**src/rtl/tx_arbiter_pkg.sv**
```systemverilog
// -----------------------------------------------------------------------------
// tx_arbiter_pkg
// Shared definitions for the TX arbiter slice: command width, TX header
// encodings, the reply-tracker entry layout and a helper that builds an entry.
// No ports (package).
// -----------------------------------------------------------------------------
package tx_arbiter_pkg;

    localparam int TX_CMD_BITS = 4;

    typedef enum logic [TX_CMD_BITS-1:0] {
        TX_HEADER_NOP      = 4'h0,
        TX_HEADER_READ_16  = 4'h1,
        TX_HEADER_WRITE_16 = 4'h2,
        TX_HEADER_READ_8   = 4'h3,
        TX_HEADER_WRITE_8  = 4'h4
    } tx_header_e;

    // One outstanding-reply slot: reply is expected, and who gets it.
    typedef struct packed {
        logic reply;
        logic is_sc;
    } reply_entry_t;

    localparam int REPLY_ENTRY_BITS = 2;

    // A read that expects no reply is tracked as an all-zero slot so that
    // popping it raises neither sc_rx nor pf_rx.
    function automatic reply_entry_t make_entry(input logic reply, input logic is_sc);
        reply_entry_t e;
        if (reply) begin
            e.reply = 1'b1;
            e.is_sc = is_sc;
        end else begin
            e.reply = 1'b0;
            e.is_sc = 1'b0;
        end
        return e;
    endfunction

endpackage

```
**src/rtl/tx_arbiter_if.sv**
```systemverilog
// -----------------------------------------------------------------------------
// tx_arbiter_if
// Bundles the prefetcher / scheduler request side, the memory-interface side
// and the grant/status flags of tx_arbiter.
//   slave  : arbiter view (requests and memory status in, TX command/flags out)
//   master : environment view (drives requests and memory status)
// Parameter IO_BITS : width of the serial TX/RX data path.
// -----------------------------------------------------------------------------
interface tx_arbiter_if
    import tx_arbiter_pkg::*;
#(
    parameter int IO_BITS = 2
) ();

    // prefetcher request
    logic                   pf_cmd_valid;
    logic [TX_CMD_BITS-1:0] pf_cmd;
    logic [IO_BITS-1:0]     pf_data;
    // scheduler request
    logic                   sc_cmd_valid;
    logic [TX_CMD_BITS-1:0] sc_cmd;
    logic [IO_BITS-1:0]     sc_data;
    logic                   sc_reply_wanted;
    logic                   sc_reserve;
    logic                   block_prefetch;
    logic                   write_pc;
    // memory interface
    logic                   tx_command_valid;
    logic [TX_CMD_BITS-1:0] tx_command;
    logic [IO_BITS-1:0]     tx_data;
    logic                   tx_command_started;
    logic                   tx_active;
    logic                   rx_done;
    // grant and status flags
    logic                   sc_tx;
    logic                   pf_tx;
    logic                   sc_rx;
    logic                   pf_rx;
    logic                   prefetch_idle;
    logic                   tx_fetch;
    logic                   tx_jump;
    logic                   full;
    logic                   empty;

    modport slave (
        input  pf_cmd_valid, pf_cmd, pf_data,
        input  sc_cmd_valid, sc_cmd, sc_data, sc_reply_wanted,
        input  sc_reserve, block_prefetch, write_pc,
        input  tx_command_started, tx_active, rx_done,
        output tx_command_valid, tx_command, tx_data,
        output sc_tx, pf_tx, sc_rx, pf_rx, prefetch_idle,
        output tx_fetch, tx_jump, full, empty
    );

    modport master (
        output pf_cmd_valid, pf_cmd, pf_data,
        output sc_cmd_valid, sc_cmd, sc_data, sc_reply_wanted,
        output sc_reserve, block_prefetch, write_pc,
        output tx_command_started, tx_active, rx_done,
        input  tx_command_valid, tx_command, tx_data,
        input  sc_tx, pf_tx, sc_rx, pf_rx, prefetch_idle,
        input  tx_fetch, tx_jump, full, empty
    );

endinterface

```
**src/rtl/tx_arbiter_reply_fifo.sv**
```systemverilog
// -----------------------------------------------------------------------------
// reply_fifo
// Small FIFO tracking outstanding read replies in issue order.
// Ports:
//   clk, reset  : clock, synchronous active-high reset
//   add         : push new_entry (ignored when full unless a pop happens too)
//   remove      : pop head (ignored when empty)
//   new_entry   : entry to push
//   last_entry  : current head entry (oldest outstanding)
//   empty, full : occupancy flags, decoded from the registered count
// Pointers wrap modulo DEPTH, so DEPTH need not be a power of two.
// -----------------------------------------------------------------------------
module reply_fifo #(
    parameter int BITS  = 2,
    parameter int DEPTH = 3
) (
    input  logic            clk,
    input  logic            reset,
    input  logic            add,
    input  logic            remove,
    input  logic [BITS-1:0] new_entry,
    output logic [BITS-1:0] last_entry,
    output logic            empty,
    output logic            full
);

    localparam int PTR_W = (DEPTH > 1) ? $clog2(DEPTH) : 1;
    localparam int CNT_W = $clog2(DEPTH + 1);

    logic [BITS-1:0]  r_mem [DEPTH];
    logic [PTR_W-1:0] r_wr_ptr;
    logic [PTR_W-1:0] r_rd_ptr;
    logic [CNT_W-1:0] r_count;

    logic w_do_add;
    logic w_do_remove;

    function automatic logic [PTR_W-1:0] ptr_inc(input logic [PTR_W-1:0] p);
        if (p == PTR_W'(DEPTH - 1)) begin
            return {PTR_W{1'b0}};
        end else begin
            return p + PTR_W'(1);
        end
    endfunction

    assign empty      = (r_count == {CNT_W{1'b0}});
    assign full       = (r_count == CNT_W'(DEPTH));
    assign last_entry = r_mem[r_rd_ptr];

    // Qualify requests: a pop frees a slot for a simultaneous push when full.
    always_comb begin
        w_do_remove = 1'b0;
        w_do_add    = 1'b0;
        if (remove && !empty) begin
            w_do_remove = 1'b1;
        end else begin
            w_do_remove = 1'b0;
        end
        if (add && (!full || w_do_remove)) begin
            w_do_add = 1'b1;
        end else begin
            w_do_add = 1'b0;
        end
    end

    // Storage and write pointer.
    always_ff @(posedge clk) begin
        if (reset) begin
            for (int i = 0; i < DEPTH; i++) begin
                r_mem[i] <= {BITS{1'b0}};
            end
            r_wr_ptr <= {PTR_W{1'b0}};
        end else if (w_do_add) begin
            r_mem[r_wr_ptr] <= new_entry;
            r_wr_ptr        <= ptr_inc(r_wr_ptr);
        end
    end

    // Read pointer.
    always_ff @(posedge clk) begin
        if (reset) begin
            r_rd_ptr <= {PTR_W{1'b0}};
        end else if (w_do_remove) begin
            r_rd_ptr <= ptr_inc(r_rd_ptr);
        end
    end

    // Occupancy: a simultaneous push and pop leaves it unchanged.
    always_ff @(posedge clk) begin
        if (reset) begin
            r_count <= {CNT_W{1'b0}};
        end else begin
            case ({w_do_add, w_do_remove})
                2'b10:   r_count <= r_count + CNT_W'(1);
                2'b01:   r_count <= r_count - CNT_W'(1);
                default: r_count <= r_count;
            endcase
        end
    end

endmodule

```
**src/rtl/tx_arbiter.sv**
```systemverilog
// -----------------------------------------------------------------------------
// tx_arbiter
// Arbitrates the single TX command channel between the prefetcher and the
// scheduler and tracks which requester each outstanding read reply belongs to.
// Ports:
//   clk    : clock
//   reset  : synchronous, active-high reset
//   bus    : tx_arbiter_if.slave -- requests, memory-interface handshake,
//            grant (sc_tx/pf_tx), reply routing (sc_rx/pf_rx) and status.
// Parameters: IO_BITS, MAX_OUTSTANDING, STARVE_LIMIT.
// Build option: define TX_ARB_FAIRNESS_EN to let the prefetcher in after
// STARVE_LIMIT consecutive scheduler starts; otherwise the scheduler has
// strict priority and STARVE_LIMIT has no effect.
// -----------------------------------------------------------------------------
module tx_arbiter
    import tx_arbiter_pkg::*;
#(
    parameter int IO_BITS         = 2,
    parameter int MAX_OUTSTANDING = 3,
    parameter int STARVE_LIMIT    = 4
) (
    input  logic          clk,
    input  logic          reset,
    tx_arbiter_if.slave   bus
);

    logic                   r_sel;
    logic                   w_sc_req;
    logic                   w_starve_force;
    logic                   w_sc_wanted;
    logic                   w_sc_tx;
    logic                   w_grant_valid;
    logic [TX_CMD_BITS-1:0] w_cmd;
    logic [IO_BITS-1:0]     w_data;
    logic                   w_read16;
    logic                   w_push;
    logic                   w_fifo_empty;
    logic                   w_fifo_full;
    reply_entry_t           w_new_entry;
    reply_entry_t           w_head;

    assign w_sc_req    = bus.sc_cmd_valid | bus.sc_reserve | bus.block_prefetch;
    assign w_sc_wanted = w_sc_req & ~w_starve_force;

`ifdef TX_ARB_FAIRNESS_EN
    localparam int STARVE_W = $clog2(STARVE_LIMIT + 1);

    logic [STARVE_W-1:0] r_starve_cnt;

    // Count scheduler starts the prefetcher sat through; any prefetcher start clears it.
    always_ff @(posedge clk) begin
        if (reset) begin
            r_starve_cnt <= {STARVE_W{1'b0}};
        end else if (bus.tx_command_started) begin
            if (!w_sc_tx) begin
                r_starve_cnt <= {STARVE_W{1'b0}};
            end else if (bus.pf_cmd_valid && (r_starve_cnt != STARVE_W'(STARVE_LIMIT))) begin
                r_starve_cnt <= r_starve_cnt + STARVE_W'(1);
            end
        end
    end

    // A reservation or prefetch block always keeps the scheduler in front.
    assign w_starve_force = (r_starve_cnt == STARVE_W'(STARVE_LIMIT)) & bus.pf_cmd_valid
                          & ~bus.sc_reserve & ~bus.block_prefetch;
`else
    assign w_starve_force = 1'b0;
`endif

    // Grant register: follows the scheduler request while the link is idle
    // and holds the owner of the transfer in progress.
    always_ff @(posedge clk) begin
        if (reset) begin
            r_sel <= 1'b0;
        end else if (!bus.tx_active) begin
            r_sel <= w_sc_wanted;
        end
    end

    // Grant selection and command/data mux.
    always_comb begin
        w_sc_tx       = 1'b0;
        w_cmd         = bus.pf_cmd;
        w_data        = bus.pf_data;
        w_grant_valid = bus.pf_cmd_valid;
        if (bus.tx_active) begin
            w_sc_tx = r_sel;
        end else begin
            w_sc_tx = w_sc_wanted;
        end
        if (w_sc_tx) begin
            w_cmd         = bus.sc_cmd;
            w_data        = bus.sc_data;
            w_grant_valid = bus.sc_cmd_valid;
        end else begin
            w_cmd         = bus.pf_cmd;
            w_data        = bus.pf_data;
            w_grant_valid = bus.pf_cmd_valid;
        end
    end

    assign w_read16 = (w_cmd == TX_HEADER_READ_16);
    assign w_push   = bus.tx_command_started & w_read16;

    // Tracker entry for a starting read; a jump fetch is owned by the prefetcher path.
    always_comb begin
        w_new_entry = make_entry(1'b0, 1'b0);
        if (w_sc_tx) begin
            w_new_entry = make_entry(bus.sc_reply_wanted, ~bus.write_pc);
        end else begin
            w_new_entry = make_entry(1'b1, 1'b0);
        end
    end

    reply_fifo #(
        .BITS  (REPLY_ENTRY_BITS),
        .DEPTH (MAX_OUTSTANDING)
    ) u_reply_fifo (
        .clk        (clk),
        .reset      (reset),
        .add        (w_push),
        .remove     (bus.rx_done),
        .new_entry  (w_new_entry),
        .last_entry (w_head),
        .empty      (w_fifo_empty),
        .full       (w_fifo_full)
    );

    // Reads are held back when every reply slot is taken; writes never are.
    assign bus.tx_command_valid = w_grant_valid & ~(w_fifo_full & w_read16);
    assign bus.tx_command       = w_cmd;
    assign bus.tx_data          = w_data;

    assign bus.sc_tx         = w_sc_tx;
    assign bus.pf_tx         = ~w_sc_tx;
    assign bus.prefetch_idle = bus.tx_active ? r_sel : bus.block_prefetch;
    assign bus.tx_fetch      = ~w_sc_tx | bus.write_pc;
    assign bus.tx_jump       = bus.write_pc;

    assign bus.sc_rx = ~w_fifo_empty & w_head.reply &  w_head.is_sc;
    assign bus.pf_rx = ~w_fifo_empty & w_head.reply & ~w_head.is_sc;
    assign bus.full  = w_fifo_full;
    assign bus.empty = w_fifo_empty;

endmodule

```
**src/flat_wrapper.sv**
```systemverilog
// flat-port wrapper written by rule: the top's interface ports become plain ports
module tx_arbiter_flat import tx_arbiter_pkg::*;
#(
    parameter int IO_BITS         = 2,
    parameter int MAX_OUTSTANDING = 3,
    parameter int STARVE_LIMIT    = 4
)
  (clk, reset, bus_pf_cmd_valid, bus_pf_cmd, bus_pf_data, bus_sc_cmd_valid, bus_sc_cmd, bus_sc_data, bus_sc_reply_wanted, bus_sc_reserve, bus_block_prefetch, bus_write_pc, bus_tx_command_started, bus_tx_active, bus_rx_done, bus_tx_command_valid, bus_tx_command, bus_tx_data, bus_sc_tx, bus_pf_tx, bus_sc_rx, bus_pf_rx, bus_prefetch_idle, bus_tx_fetch, bus_tx_jump, bus_full, bus_empty);
  tx_arbiter_if #(.IO_BITS(IO_BITS)) bus_i ();
  input  logic clk;
  input  logic reset;
  input wire logic [$bits(bus_i.pf_cmd_valid)-1:0] bus_pf_cmd_valid;
  input wire logic [$bits(bus_i.pf_cmd)-1:0] bus_pf_cmd;
  input wire logic [$bits(bus_i.pf_data)-1:0] bus_pf_data;
  input wire logic [$bits(bus_i.sc_cmd_valid)-1:0] bus_sc_cmd_valid;
  input wire logic [$bits(bus_i.sc_cmd)-1:0] bus_sc_cmd;
  input wire logic [$bits(bus_i.sc_data)-1:0] bus_sc_data;
  input wire logic [$bits(bus_i.sc_reply_wanted)-1:0] bus_sc_reply_wanted;
  input wire logic [$bits(bus_i.sc_reserve)-1:0] bus_sc_reserve;
  input wire logic [$bits(bus_i.block_prefetch)-1:0] bus_block_prefetch;
  input wire logic [$bits(bus_i.write_pc)-1:0] bus_write_pc;
  input wire logic [$bits(bus_i.tx_command_started)-1:0] bus_tx_command_started;
  input wire logic [$bits(bus_i.tx_active)-1:0] bus_tx_active;
  input wire logic [$bits(bus_i.rx_done)-1:0] bus_rx_done;
  output wire logic [$bits(bus_i.tx_command_valid)-1:0] bus_tx_command_valid;
  output wire logic [$bits(bus_i.tx_command)-1:0] bus_tx_command;
  output wire logic [$bits(bus_i.tx_data)-1:0] bus_tx_data;
  output wire logic [$bits(bus_i.sc_tx)-1:0] bus_sc_tx;
  output wire logic [$bits(bus_i.pf_tx)-1:0] bus_pf_tx;
  output wire logic [$bits(bus_i.sc_rx)-1:0] bus_sc_rx;
  output wire logic [$bits(bus_i.pf_rx)-1:0] bus_pf_rx;
  output wire logic [$bits(bus_i.prefetch_idle)-1:0] bus_prefetch_idle;
  output wire logic [$bits(bus_i.tx_fetch)-1:0] bus_tx_fetch;
  output wire logic [$bits(bus_i.tx_jump)-1:0] bus_tx_jump;
  output wire logic [$bits(bus_i.full)-1:0] bus_full;
  output wire logic [$bits(bus_i.empty)-1:0] bus_empty;
  assign bus_i.pf_cmd_valid = bus_pf_cmd_valid;
  assign bus_i.pf_cmd = bus_pf_cmd;
  assign bus_i.pf_data = bus_pf_data;
  assign bus_i.sc_cmd_valid = bus_sc_cmd_valid;
  assign bus_i.sc_cmd = bus_sc_cmd;
  assign bus_i.sc_data = bus_sc_data;
  assign bus_i.sc_reply_wanted = bus_sc_reply_wanted;
  assign bus_i.sc_reserve = bus_sc_reserve;
  assign bus_i.block_prefetch = bus_block_prefetch;
  assign bus_i.write_pc = bus_write_pc;
  assign bus_i.tx_command_started = bus_tx_command_started;
  assign bus_i.tx_active = bus_tx_active;
  assign bus_i.rx_done = bus_rx_done;
  assign bus_tx_command_valid = bus_i.tx_command_valid;
  assign bus_tx_command = bus_i.tx_command;
  assign bus_tx_data = bus_i.tx_data;
  assign bus_sc_tx = bus_i.sc_tx;
  assign bus_pf_tx = bus_i.pf_tx;
  assign bus_sc_rx = bus_i.sc_rx;
  assign bus_pf_rx = bus_i.pf_rx;
  assign bus_prefetch_idle = bus_i.prefetch_idle;
  assign bus_tx_fetch = bus_i.tx_fetch;
  assign bus_tx_jump = bus_i.tx_jump;
  assign bus_full = bus_i.full;
  assign bus_empty = bus_i.empty;
  tx_arbiter #(.IO_BITS(IO_BITS), .MAX_OUTSTANDING(MAX_OUTSTANDING), .STARVE_LIMIT(STARVE_LIMIT)) u_core (.clk(clk), .reset(reset), .bus(bus_i));
endmodule
```
**config.mk**
```make
export PLATFORM = sky130hd
export DESIGN_NAME = tx_arbiter_flat
export DESIGN_NICKNAME = d
export VERILOG_FILES = /design/src/rtl/tx_arbiter_pkg.sv /design/src/rtl/tx_arbiter_if.sv /design/src/rtl/tx_arbiter_reply_fifo.sv /design/src/rtl/tx_arbiter.sv /design/src/flat_wrapper.sv
export SDC_FILE = /design/constraint.sdc
export NUM_CORES = 1
export LEC_CHECK = 0
export CAP_MARGIN = 15
export CORE_UTILIZATION = 60
export DETAILED_ROUTE_END_ITERATION = 10
export DONT_BUFFER_PORTS = 1
export PLACE_DENSITY = 0.76
export REMOVE_ABC_BUFFERS = 1
export SYNTH_ARGS = -nofsm -noshare
export SYNTH_HDL_FRONTEND = slang
export SYNTH_SLANG_ARGS = --single-unit
export TNS_END_PERCENT = 30
```
**constraint.sdc**
```tcl
create_clock -name clk -period 3.2 [get_ports clk]
set_input_delay 0.96 -clock clk [delete_from_list [all_inputs] [get_ports clk]]
set_output_delay 0.96 -clock clk [all_outputs]
set_load 0.05 [all_outputs]
```
==> impl_metrics.yaml <==
run_status:
  status: "finished with violations"
  violations: "DRC"
route:
  drc: 4
  post_drt_via_cell_ratio: 6.60
  post_drt_wl_per_cell_um: 17.1
  ant_nets: 0
  route.final.wire_length_mm: 2.12
  drt-pass1-iter-count: 8
  dr_total_vias: 819
  drt_iter0_drc: 29
synth:
  synth_top_area_share: 0.232
  yosysWarnings: 0
  avgSynthCellArea_um2: 10.2
  ys.flop_type: "dfxtp_1"
  synth_edf_count: 8
  yosysUniqueCellTypes: 33
  synthTopCellsByArea: "edfxtp_1 23%, dfxtp_1 17%, mux2_2 9.8%"
  netlist_area_um2: 1030
  async_reset_ff_frac: 0
  netlist_top_cells_count: "9 x dfxtp_1, 9 x mux2_2, 9 x nor2_1"
  ys_seq_area_frac: 0.406
  syn_inst: 101
  ys_seq_elements: 17
  yosysTopAreaCell: "edfxtp_1"
power:
  p_leak_nw: 0.390
  p_int_uw: 310
  p_switching_uw: 145
  p_comb_frac: 0.226
  netSwitchingFraction: 0.319
  clock_power_share: 0.260
  p_per_area_nw_per_um2: 407
  seqPwrFrac: 0.514
  peakVddDrop_mv: 0.334
global_routing:
  grt_pass1_vias: 779
  grt_max_degree: 21
  grt.overflow.total: 0
  track_usage: 0.244
  antenna_found_initial: 0
  grt_first_pass_wirelength_mm: 3.30
worst_setup_path:
  rr_startpoint: "u_core.r_sel"
  r2r_end: "u_core.u_reply_fifo.r_mem[3][0]"
  critical_path_required_ps: 2240
  r2r_cells: 4
  arrival_ps: 2190
  critical-path-slowest-cell: "or4_4"
  path_cells: "or4_4 > nand2_2 > mux2_2"
  cp-end-kind: "primary output"
  critical_path.startpoint_type: "input pin"
  rrSetupSlack_ps: 1290
  slowest_delay_ps: 530
  critPathMaxFanout: 10
  crit_type: "input pin to primary output"
clocking:
  insertion_delay_ps: 300
  cts_max_path_buffers: 2
  cts_sinks: 17
  htree_levels: 1
  cts_setup_buffers: 0
  cts_buffers: 3
  path_clk_slew_ps: 100
  cts_root_buf: "clkbuf_4"
  cts_tree: "done"
  cts_resized: 1
  postCtsHoldBufs: 0
hold_path:
  holdPathEnd: "u_core.u_reply_fifo.r_rd_ptr[1]"
  whs_path_depth: 2
  hp-start: "u_core.u_reply_fifo.r_rd_ptr[1]"
  min_path_type: "flip-flop to flip-flop"
finish:
  drive_gt1_frac: 0.315
  fin_cells: 124
  final_nets: 132
  regArea_um2: 420
  nFillCells: 129
  area_growth_pct: 8.22
  diodes: 0
  multiInputGateArea_um2: 554
timing:
  period_minus_slack_ps: 3150
  setup-violations-final: 0
  fin_crit_sh: 0.985
  hold_viol: 0
  max_freq_mhz: 317
  skew_ps: 10.5
  worst_slack_ps: 48.6
  tightest_slew_ps: 874
  rsz0062_at_grt: "false"
  max-slew-margin-rel: 0.415
  slew_viol_final: 0
floorplanning:
  fp.dieH_um: 43.5
  core_um2: 1560
  boundaryPins: 39
  row_count: 14
  die_x_um: 43.5
  initial_utilization: 0.664
  dieArea_um2: 1890
place:
  hpwl_mm: 1.57
  io_buffers: 0
  placed_cells: 120
  place_congestion: 0.779
  dp_worst_setup_slack_ps: -51.2
flow_run:
  cap_violations: 0
## worst max-delay path by stage
stage                          start              endpoint  slack (ps)  depth (start not counted)
floorplan              bus_tx_active  bus_tx_command_valid        -620                          3
global placement    bus_sc_cmd_valid        bus_tx_data[0]         -10                          3
detailed placement  bus_sc_cmd_valid     bus_tx_command[3]         -50                          3
CTS                 bus_sc_cmd_valid     bus_tx_command[3]          60                          3
global route        bus_sc_cmd_valid  bus_tx_command_valid           4                          5
finish              bus_sc_cmd_valid     bus_tx_command[3]          50                          3
## through the flow
| step | TNS (ps) | hold slack (ps) | instance area, um2 | power [mW] | utilization |
|---|---|---|---|---|---|
| final | 0 | 494 | 1120 | 0.456 | 0.718 |
| after floorplan | -3050 | 452 | 995 | 0.322 | - |
| after detailed placement | -295 | 481 | 1090 | 0.341 | 0.697 |
| after global routing | 0 | 513 | 1120 | 0.475 | 0.718 |
| after global placement | -85.0 | 467 | 1090 | 0.339 | 0.697 |
| after CTS | 0 | 495 | 1120 | 0.457 | 0.718 |
## power groups by stage
| stage | clock [mW] | combinational (mW) | sequential (mW) |
|---|---|---|---|
| after floorplan | 0 | 0.0841 | 0.238 |
| after global placement | 0 | 0.0996 | 0.239 |
| after detailed placement | 0 | 0.101 | 0.239 |
| after CTS | 0.121 | 0.102 | 0.234 |
| after global routing | 0.133 | 0.107 | 0.235 |
| final | 0.119 | 0.103 | 0.234 |
## critical path: cells and delay by family
family           cells  cell delay [ps]
multiplexers         1              500
AND/OR/NAND/NOR      2              730
## cell type report
| class | instances | share of cell area |
|---|---|---|
| inverters | 6 | 0.0201 |
| multi-input cells | 73 | 0.495 |
| well taps | 16 | 0.0179 |
| flip-flops and latches | 17 | 0.375 |
| repair buffers | 8 | 0.0648 |
| clock buffers | 3 | 0.0201 |
| clock inverters | 1 | 0.00670 |
## cells in the final DEF (no fill, tap or decap), drive strengths merged, types with 3 or more instances in the layout
cell,instances
buf,8
clkbuf,3
dfxtp,9
edfxtp,8
inv,6
mux2,9
nand2,7
nor2,9
nor2b,5
nor3,3
nor4,9
o211ai,3
o21ai,4
o21bai,3
or4b,4
## metal layers
layer	vias to the layer above	wire, um	part of all wire	track usage
li1	391	-	-	-
met1	384	824	0.39	0.264
met2	42	1140	0.53	0.467
met3	2	154	0.073	0.0667
met4	0	9	0.0042	0.0563
met5	-	0	0	0
## logic make-up (layout without fill, tap and decap cells)
logic type      after synthesis  count (layout)  synth area share
compound gates               17              17             0.123
buf+inv                      11              18            0.0604
flops                        17              17             0.406
mux                          11              11             0.141
simple gates                 45              45             0.268
(Power assumes the default switching activity.)
==> edit: new RTL, same flow settings <==
The option `TX_ARB_FAIRNESS_EN` is turned on by a define.
--- a/src/rtl/tx_arbiter.sv
+++ b/src/rtl/tx_arbiter.sv
@@ -14,2 +14,4 @@
 // -----------------------------------------------------------------------------
+`define TX_ARB_FAIRNESS_EN
+
 module tx_arbiter
Formal check against the unedited RTL: not equivalent (a bounded check fails within 10 cycles, from zero or initial values and one cycle with reset high).
==> edit against the unedited design <==
  * Non-clock buffer count grew 6
  * Total power grew 39%
  * Largest cell class unchanged
  * Synthesized area grew 11%
  * Cell area grew 24%
  * Sequential cell count grew 3
  * Worst setup slack gained 220 ps
  * Combinational power grew 45%
  * Routed wire length grew 8.3%
  * Synthesized cell count grew 25%
  * Final cell count grew 33%
==> edit: results <==
group,metric,value,unit
outcome,status,"completed",
clock_network,clk_path_buf_depth,2,
clock_network,cts_setup_buffers,0,
synthesis,yosysWarnings,0,
routing,dr.pass1.iters,4,
grt,grt.total_usage,24.2,%
power_and_ir_drop,p_leak,0.000545,µW
synthesis,synth_area_leaders,"dfxtp_1 21%, edfxtp_1 21%, nand2_1 8.9%",
layout,fin_nets,166,
setup_path,cp.arrival,1970,ps
sta,relSlewSlack,39.8,%
synthesis,syn-mean-instance-area,9.08,µm²
place,io_buffers,0,
min_path,min_path_type,"flip-flop to flip-flop",
setup_path,critPathSlowestCell,"dfxtp_1",
place,placed_cells,161,
clock_network,clk_pin_slew,110,ps
routing,wl,2300,µm
routing,viasPerCell,5.56,
clock_network,cts_resized,0,
grt,grt_antenna_before_repair,0,
synthesis,synth.distinct_cells,36,
clock_network,clk_latency,310,ps
layout,final_layout_size_suffix_gt1_share,23.6,%
synthesis,synth_xor_xnor_area_share,2.30,%
layout,largest_register,"u_core.u_reply_fifo.r_mem",
sta,skew,2.42,ps
power_and_ir_drop,peakVddDrop,394,µV
routing,vias,917,
setup_path,slowest_delay,390,ps
grt,grt_pass1_vias,893,
synthesis,synth_common_cells,"27 x nand2_1, 13 x nor2_1, 12 x dfxtp_1, 8 x edfxtp_1, 7 x nand2b_1",
routing,drt_iter0_markers,16,
setup_path,worst_path_dominant_cell_family,"buffers and inverters",
grt,grt_max_degree,16,
synthesis,synth_edf_count,8,
place,hpwl,1810,µm
layout,antenna_cells,0,
place,globalplace.congestion,0.749,
layout,reg_top3,"u_core.u_reply_fifo.r_mem x8, u_core.r_starve_cnt x3",
synthesis,synth.area.mux_share,8.53,%
clock_network,cts-root-buf,"clkbuf_4",
clock_network,htree_levels,1,
layout,fillers,135,
synthesis,yosysSeqAreaShare,42.0,%
power_and_ir_drop,p_sw,175,µW
grt,grt_pass1_wl,3540,µm
synthesis,synthArstFlopShare,0,%
synthesis,synthAdderAreaFrac,2.19,%
clock_network,cts-buffers-inserted,3,
setup_path,path_max_fanout,9,
synthesis,synth_compound_area_share,11.7,%
==> edit: per-stage QoR <==
stage	hold WS (ps)	instance area [µm²]	setup slack [ps]
after detailed placement	514	1340	354
final	545	1390	270
after global placement	502	1340	375
after global routing	568	1390	170
after CTS	543	1390	289
after floorplan	487	1120	-684
==> edit: cells by family after synthesis <==
kind of cell | count (synthesis)
simple gates | 66
flops | 20
compound gates | 18
buf+inv | 11
mux | 6
xor+xnor | 3
fa+ha+maj | 2
==> edit: path summary, 6_finish.rpt <==
path                                       start                                            end  slack (ps)  cells past startpoint
max          u_core.r_starve_cnt[0]$_SDFFE_PP0P_                                 bus_tx_data[1]         270                      9
min          u_core.r_starve_cnt[1]$_SDFFE_PP0P_            u_core.r_starve_cnt[1]$_SDFFE_PP0P_         550                      2
max reg2reg  u_core.r_starve_cnt[0]$_SDFFE_PP0P_  u_core.u_reply_fifo.r_mem[2][1]$_SDFFCE_PN0P_         800                      8
min reg2reg  u_core.r_starve_cnt[1]$_SDFFE_PP0P_            u_core.r_starve_cnt[1]$_SDFFE_PP0P_         550                      2
==> edit: cell type report <==
| class | count | share of cell area [%] |
|---|---|---|
| tap | 25 | 2.25 |
| clock buffer | 3 | 1.62 |
| sequential | 20 | 34.6 |
| inverter | 7 | 1.89 |
| multi-input combinational | 95 | 44.5 |
| clock inverter | 1 | 2.16 |
| timing repair buffer | 14 | 13.0 |
==> edit: layer usage <==
layer / global-route usage [%] / share of wire, % / vias to the layer above
met5: 0 / 0 / -
met4: 10.9 / 1.8 / 0
met3: 5.56 / 4.8 / 5
met2: 45.4 / 53 / 28
met1: 24.9 / 41 / 422
li1: - / - / 462
==> edit: power groups by stage <==
stage / Clock [µW] / Sequential, µW / Combinational (µW)
floorplan: 0 / 278 / 94.7
global placement: 0 / 279 / 146
detailed placement: 0 / 280 / 149
CTS: 207 / 274 / 149
global route: 217 / 275 / 156
finish: 209 / 274 / 149
==> edit: tightest hold or removal path, cell delays in order, from the launching register on <==
cell     delay [ps]
dfxtp_1         340
mux2i_1         120
nor2_1           50
